**src/rtl/sync_fifo.sv**
```systemverilog
// Circular-buffer FIFO with an explicit occupancy counter.
// Read data is the combinational head entry; storage itself is not reset.
module sync_fifo #(
  parameter int WIDTH = 8,
  parameter int DEPTH = 16
) (
  input  logic                     clk,
  input  logic                     rst,
  input  logic                     i_push,
  input  logic [WIDTH-1:0]         i_wdata,
  input  logic                     i_pop,
  output logic [WIDTH-1:0]         o_rdata,
  output logic [$clog2(DEPTH):0]   o_level
);
  localparam int AW = $clog2(DEPTH);

  logic [WIDTH-1:0] r_mem [DEPTH];
  logic [AW-1:0]    r_wr_ptr;
  logic [AW-1:0]    r_rd_ptr;
  logic [AW:0]      r_level;

  always_ff @(posedge clk) begin
    if (i_push) r_mem[r_wr_ptr] <= i_wdata;
  end

  // Pointers wrap naturally because DEPTH is a power of two.
  always_ff @(posedge clk or posedge rst) begin
    if (rst) begin
      r_wr_ptr <= '0;
      r_rd_ptr <= '0;
      r_level  <= '0;
    end else begin
      if (i_push) r_wr_ptr <= r_wr_ptr + 1'b1;
      if (i_pop)  r_rd_ptr <= r_rd_ptr + 1'b1;
      case ({i_push, i_pop})
        2'b10:   r_level <= r_level + 1'b1;
        2'b01:   r_level <= r_level - 1'b1;
        default: r_level <= r_level;
      endcase
    end
  end

  assign o_rdata = r_mem[r_rd_ptr];
  assign o_level = r_level;
endmodule

```
**src/rtl/uart_tx_feeder.sv**
```systemverilog
// Byte FIFO in front of the uart transmitter: issues one wr_en pulse per byte
// and paces itself on tx_busy so no byte is written while a frame is in flight.
module uart_tx_feeder #(
  parameter int DEPTH = 16,
  parameter int AW    = $clog2(DEPTH)
) (
  input  logic          clk_50m,
  input  logic          rst,
  input  logic [7:0]    s_data,
  input  logic          s_valid,
  output logic          s_ready,
  output logic [7:0]    m_din,
  output logic          m_wr_en,
  input  logic          m_tx_busy,
  output logic [AW:0]   level,
  output logic          idle
);
  typedef enum logic [1:0] {
    S_IDLE      = 2'd0,
    S_LOAD      = 2'd1,
    S_WAIT_BUSY = 2'd2,
    S_WAIT_DONE = 2'd3
  } state_t;

  state_t      r_state;
  logic [7:0]  r_din;
  logic        r_wr_en;
  logic [7:0]  w_rdata;
  logic [AW:0] w_level;
  logic        w_push;
  logic        w_pop;

  assign s_ready = (w_level != (AW+1)'(DEPTH));
  assign w_push  = s_valid && s_ready;
  assign w_pop   = (r_state == S_IDLE) && (w_level != '0) && !m_tx_busy;

  sync_fifo #(.WIDTH(8), .DEPTH(DEPTH)) u_fifo (
    .clk     (clk_50m),
    .rst     (rst),
    .i_push  (w_push),
    .i_wdata (s_data),
    .i_pop   (w_pop),
    .o_rdata (w_rdata),
    .o_level (w_level)
  );

  // wr_en is set on entry to LOAD so it is high exactly while state == LOAD.
  always_ff @(posedge clk_50m or posedge rst) begin
    if (rst) begin
      r_state <= S_IDLE;
      r_din   <= '0;
      r_wr_en <= 1'b0;
    end else begin
      r_wr_en <= 1'b0;
      case (r_state)
        S_IDLE: if (w_pop) begin
          r_din   <= w_rdata;
          r_wr_en <= 1'b1;
          r_state <= S_LOAD;
        end
        S_LOAD:      r_state <= S_WAIT_BUSY;
        S_WAIT_BUSY: if (m_tx_busy)  r_state <= S_WAIT_DONE;
        S_WAIT_DONE: if (!m_tx_busy) r_state <= S_IDLE;
        default:     r_state <= S_IDLE;
      endcase
    end
  end

  assign m_din   = r_din;
  assign m_wr_en = r_wr_en;
  assign level   = w_level;
  assign idle    = (w_level == '0) && (r_state == S_IDLE) && !m_tx_busy;
endmodule

```
**config.mk**
```make
export PLATFORM = sky130hd
export DESIGN_NAME = uart_tx_feeder
export DESIGN_NICKNAME = d
export VERILOG_FILES = /design/src/rtl/sync_fifo.sv /design/src/rtl/uart_tx_feeder.sv
export SDC_FILE = /design/constraint.sdc
export NUM_CORES = 1
export LEC_CHECK = 0
export ABC_CLOCK_PERIOD_IN_PS = 4100
export CORE_AREA = 2 2 106 108
export DETAILED_ROUTE_END_ITERATION = 16
export DIE_AREA = 0 0 108 110
export GPL_ROUTABILITY_DRIVEN = 0
export PLACE_DENSITY_LB_ADDON = 0.3
export SYNTH_ARGS = -nofsm -noshare
export SYNTH_HDL_FRONTEND = slang
export SYNTH_SLANG_ARGS = --single-unit
```
**constraint.sdc**
```tcl
create_clock -name clk_50m -period 4.1 [get_ports clk_50m]
set_clock_uncertainty 0.1 [all_clocks]
set_input_delay 0.82 -clock clk_50m [delete_from_list [all_inputs] [get_ports clk_50m]]
set_output_delay 0.82 -clock clk_50m [all_outputs]
set_load 0.05 [all_outputs]
```
# Yosys cells after proc, flatten, opt, wreduce, memory -nomap -nowiden

Memory sizes are Yosys's and may differ from the RTL's. A register that Yosys moved wholly into a read port is not among the register bits.
Index checks and enable logic that the tools add are counted.

Order comparisons: 0
Muxes and demuxes: 9
Add/sub/neg operators: 4
Reduce and logical (&&, ||, !) cells: 12
Div/mod/pow operators: 0
Shift operators: 0
Multiply operators: 0
Bitwise operators: 0
Eq/ne operators: 9

Operators with widths:

| operator                                                                 | number |
|---|---|
| 5-bit case mux with 2 select lines                                       | 1 |
| 4-bit by 1-bit adder with 4-bit output (second input constant)           | 2 |
| 2-bit case mux with 4 select lines                                       | 1 |
| 2-bit equality test (second input constant)                              | 3 |
| 2-bit 2-to-1 mux                                                         | 3 |
| 5-bit by 1-bit adder with 5-bit output (second input constant)           | 1 |
| 1-bit logical AND                                                        | 5 |
| 5-bit zero test                                                          | 1 |
| 5-bit inequality test (second input constant)                            | 1 |
| 5-bit nonzero test                                                       | 1 |
| 5-bit by 1-bit subtractor with 5-bit output (second input constant)      | 1 |
| 2-bit by 1-bit equality test with 1-bit output (second input constant)   | 2 |
| 1-bit 2-to-1 mux                                                         | 4 |
| 2-bit inequality test (second input constant)                            | 2 |
| 3-bit AND reduction                                                      | 1 |
| 2-bit zero test                                                          | 1 |
| 2-bit by 1-bit inequality test with 1-bit output (second input constant) | 1 |
| 2-bit AND reduction                                                      | 1 |
| 2-bit nonzero test                                                       | 1 |
| 1-bit zero test                                                          | 1 |

Input port bits: 12
Output and inout bits: 16
Bits in registers: 16
Memory bits (read-only): 0
RAM bits: 128
Memories: 1
Latch bits: 0

Memory list:

| name         | depth | width | rd ports | clocked after Yosys merged registers in | write ports | RTL line        | source |
|---|---|---|---|---|---|---|---|
| u_fifo.r_mem | 16    | 8     | 1        | 1                                       | 1           | sync_fifo.sv:17 | `logic [WIDTH-1:0] r_mem [DEPTH];` |

# Longest topological paths before layout

Depth in word-level cells: 5
Depth in mapped cells: 14

# Cells and area by module

A second synthesis with hierarchy kept.

Cells, all modules: 333
Area, all modules: 6,359.8 µm²

By module, submodules not included:

| module         | instances | area each (µm²) | cells an instance |
|---|---|---|---|
| sync_fifo      | 1         | 5,763.0         | 290 |
| uart_tx_feeder | 1         | 596.8           | 43 |

# Worst setup path before layout

OpenSTA, ideal clock, no wires.

Kind: register to output
Start point: register u_fifo.r_level[1], in the netlist u_fifo.o_level[1]
End point: output idle
Slack: 0.772 ns
Data arrival time: 2.408 ns
Path buffers: 1
Stages on the path, launching flop included: 4
Required time: 3.180 ns
Cell sequence: dfrtp_1 -> buf_2 -> or4_1 -> nor3_1

Word-level cells in the longest chain between the ends: 3

RTL lines:

| what                           | RTL line             | source |
|---|---|---|
| start: declaration             | sync_fifo.sv:20      | `logic [AW:0] r_level;` |
| start signal: assignment       | sync_fifo.sv:36      | `2'b10: r_level <= r_level + 1'b1;` |
| start signal: assignment       | sync_fifo.sv:37      | `2'b01: r_level <= r_level - 1'b1;` |
| start signal: assignment       | sync_fifo.sv:38      | `default: r_level <= r_level;` |
| 5-bit zero test                | uart_tx_feeder.sv:72 | `assign idle = (w_level == '0) && (r_state == S_IDLE) && !m_tx_busy;` |
| 1-bit logical AND (2 in a row) | uart_tx_feeder.sv:72 |  |
| end: declaration               | uart_tx_feeder.sv:16 | `output logic idle` |

Every way passes these cells.

# Worst setup path in the final report

Ends and elaborated chain as after synthesis.

==> impl_metrics.toml <==
[outcome]
outcome = "finished, final reports clean"

[finish]
share_of_layout_cells_above_drive_strength_1 = 0.1769
final_net_count = 402
antenna_cells_inserted = 0
area_growth_pct = 17.36

[global_route]
grt.busiest_layer = "met2"
use_met3 = 0.04644
number_of_global_route_vias_before_repair = 3180
grt_antenna_before_repair = 0
grt_pass1_wl_mm = 18.42
met1_usage = 0.2971
overflow = 0
grt.total_usage = 0.2214
gr-usage-met2 = 0.3693
grt_start_max_net_pins = 25

[routing]
drt.antenna.violating_nets = 0
wl_per_cell_um = 22.17
drt-pass1-iter-count = 5
drt_first_iter_violations = 325
vias_per_cell = 5.919
totalWireLength_mm = 11.75
post-route-drc-count = 0
route.vias.total = 3137

[clocking]
cts_buffer_depth = 2
htree_num_levels = 4
tritoncts = "built"
ctsHoldBuffers = 0
insertion_delay_ps = 520
cts_setup_buffers = 0
cts_root_buf = "clkbuf_8"
post_cts_resize_count = 0
tritoncts_num_sinks = 152
clk_pin_slew_worst_paths_ps = 60
tritoncts.num_buffers = 17

[place]
placement.io_buffers = 27
place.detailed.hpwl_mm = 7.383

[flow_run]
max_cap_violations = 0

[sta]
unrepaired_setup_endpoints_after_global_routing = "false"
post-route-period-util = 0.8568
final-max-slew-violation-count = 0
timing_hold_violations_final = 0
report.final.setup_viol = 0
fmax_mhz = 284.7
final.setup.tns_ps = 0
worst_pin_slew_ps = 941.6
timing.final.crit_period_ps = 3513
hold_slack_ps = 412.3
worst_slew_margin_rel = 0.3716

[power]
peakVddDrop_mv = 0.3819
power.density_cell_area_nw_per_um2 = 761.1
leakagePower_nw = 2.627

[setup_path]
required_ps = 3180
r2r_cells = 11
timing.critical_path.arrival_ps = 2590
worstSetupPathType = "flip-flop to primary output"
critPathCaptureType = "primary output"
critical_path_peak_fanout = 10
kind_of_launch_point_of_the_worst_setup_path = "flip-flop"

[synthesis]
synthesis.area_per_instance_um2 = 18.36
synth.ff_latch_count = 152
count_of_distinct_cell_types_in_the_synthesized_netlist = 40
synth_warnings = 0
synth_top_cell_area_share = 0.6122
synth_cells = 342
mappedNetlistArea_um2 = 6279
synth-seq-area-share = 0.7079
synth_flop_cell = "edfxtp_1"
dominant_cells_by_area_after_synthesis = "edfxtp_1 61%, dfrtp_1 9.6%, mux4_2 8.6%, mux4_1 3.3%, ha_1 2.6%"
synth_async_sr_flop_share = 0.1579
mappedNetlistNets = 367
area_leader_netlist = "edfxtp_1"
synth_edf_count = 128

[floorplan]
num_rows = 38
floorplan.die_area_um2 = 11880
chipHeight_um = 110
io-pin-count = 28
floorplan.initialDensity = 0.5869
core-area_um2 = 10700
die_span_in_x_um = 108

[min_path]
min_delay_path_depth = 1
hold_class = "flip-flop to flip-flop"
==> worst paths after layout <==
path / endpoint / slack, ps / startpoint
worst max-delay path: idle / 590 / u_fifo.o_level[1]
worst min-delay path: m_din[2] / 410 / m_din[2]
worst max register to register: u_fifo.o_level[4] / 1150 / u_fifo.o_level[1]
worst min register to register: m_din[2] / 410 / m_din[2]
max in group asynchronous: u_fifo.r_rd_ptr[0] / 2550 / rst
min in group asynchronous: u_fifo.o_level[4] / 710 / rst
==> flip-flops by register name, indices dropped and copies added, names as in the netlist <==
name and cells:
m_din 8, u_fifo.r_mem 128, u_fifo.r_rd_ptr 4, m_wr_en 1, r_state 2, u_fifo.o_level 5
u_fifo.r_wr_ptr 4
==> worst max-delay path, cell delays in order (launching register included) <==
cell and delay [ps]:
dfrtp_1 480, or4_1 580, nor3_1 190, clkdlybuf4s50_1 820
==> power by group <==
part / leakage, nW / total [mW] / internal, mW / switching [mW]
Combinational: 0.857 / 1.62 / 0.762 / 0.856
Sequential: 1.45 / 2.21 / 1.93 / 0.283
Clock: 0.323 / 1.78 / 1.18 / 0.602
Total: 2.63 / 5.61 / 3.87 / 1.74
==> routing by layer <==
layer  wire [um]  part of all wire
met1        4821              0.41
met5           0                 0
met3         662             0.056
met4         188             0.016
met2        6080              0.52
==> metrics by stage <==
stage	cell area [um^2]	utilization	instances	worst slack, ps	power (mW)
floorplan	6279	-	342	772.1	3.403
global placement	6683	0.6247	498	782.2	3.798
detailed placement	6683	0.6247	498	780.8	3.847
CTS	7368	0.6888	530	536.7	5.655
global route	7368	0.6888	530	496.4	5.872
finish	7368	0.6888	530	587.0	5.608
==> cells in the final DEF, fill, tap and decap left out, types with 4 or more instances in the layout <==
cell | synthesis | final
clkdlybuf4s50_1 | 0 | 27
nand2_1 | 12 | 12
a211o_1 | 8 | 8
nand2b_1 | 4 | 4
nor2_1 | 16 | 16
o21ai_0 | 4 | 4
edfxtp_1 | 128 | 128
nor2b_1 | 9 | 9
bufinv_16 | 0 | 7
inv_1 | 9 | 9
buf_4 | 2 | 9
mux4_2 | 24 | 24
mux4_1 | 8 | 8
a21oi_1 | 11 | 11
mux2i_1 | 9 | 9
dfrtp_1 | 24 | 23
nor3_1 | 5 | 5
clkbuf_16 | 0 | 16
ha_1 | 13 | 13
a22o_1 | 8 | 8
xnor2_1 | 8 | 8
==> cell usage after synthesis, drive strengths merged (2+ instances only) <==
library cell    n
edfxtp        128
nand2b          4
inv            10
mux2i           9
nand4           2
o21ai           4
a21oi          11
buf            16
a211o           8
nor2           16
a21o            2
clkbuf          5
ha             13
mux2            3
dfrtp          24
nand2          12
nor3            5
a22o            8
mux4           32
nor2b           9
xor2            3
xnor2           8
==> logic make-up after synthesis <==
| logic type | Yosys count | synth area share |
|---|---|---|
| DFF | 152 | 0.7079 |
| and+or+nand+nor | 52 | 0.04045 |
| muxes | 44 | 0.1393 |
| AOI/OAI and AO/OA | 39 | 0.04444 |
| buffers and inverters | 31 | 0.02670 |
| adders and majority gates | 13 | 0.02591 |
| xor gates and xnor gates | 11 | 0.01535 |
==> cell type report <==
class | count | area (um^2)
multi-input cells | 159 | 1667
well taps | 140 | 175.2
fillers | 686 | 3329
clock inverters | 14 | 267.8
repair buffers | 37 | 357.8
inverters | 10 | 37.54
clock buffers | 18 | 417.9
flip-flops and latches | 152 | 4446
No activity file was read; power rests on OpenSTA's default activity.
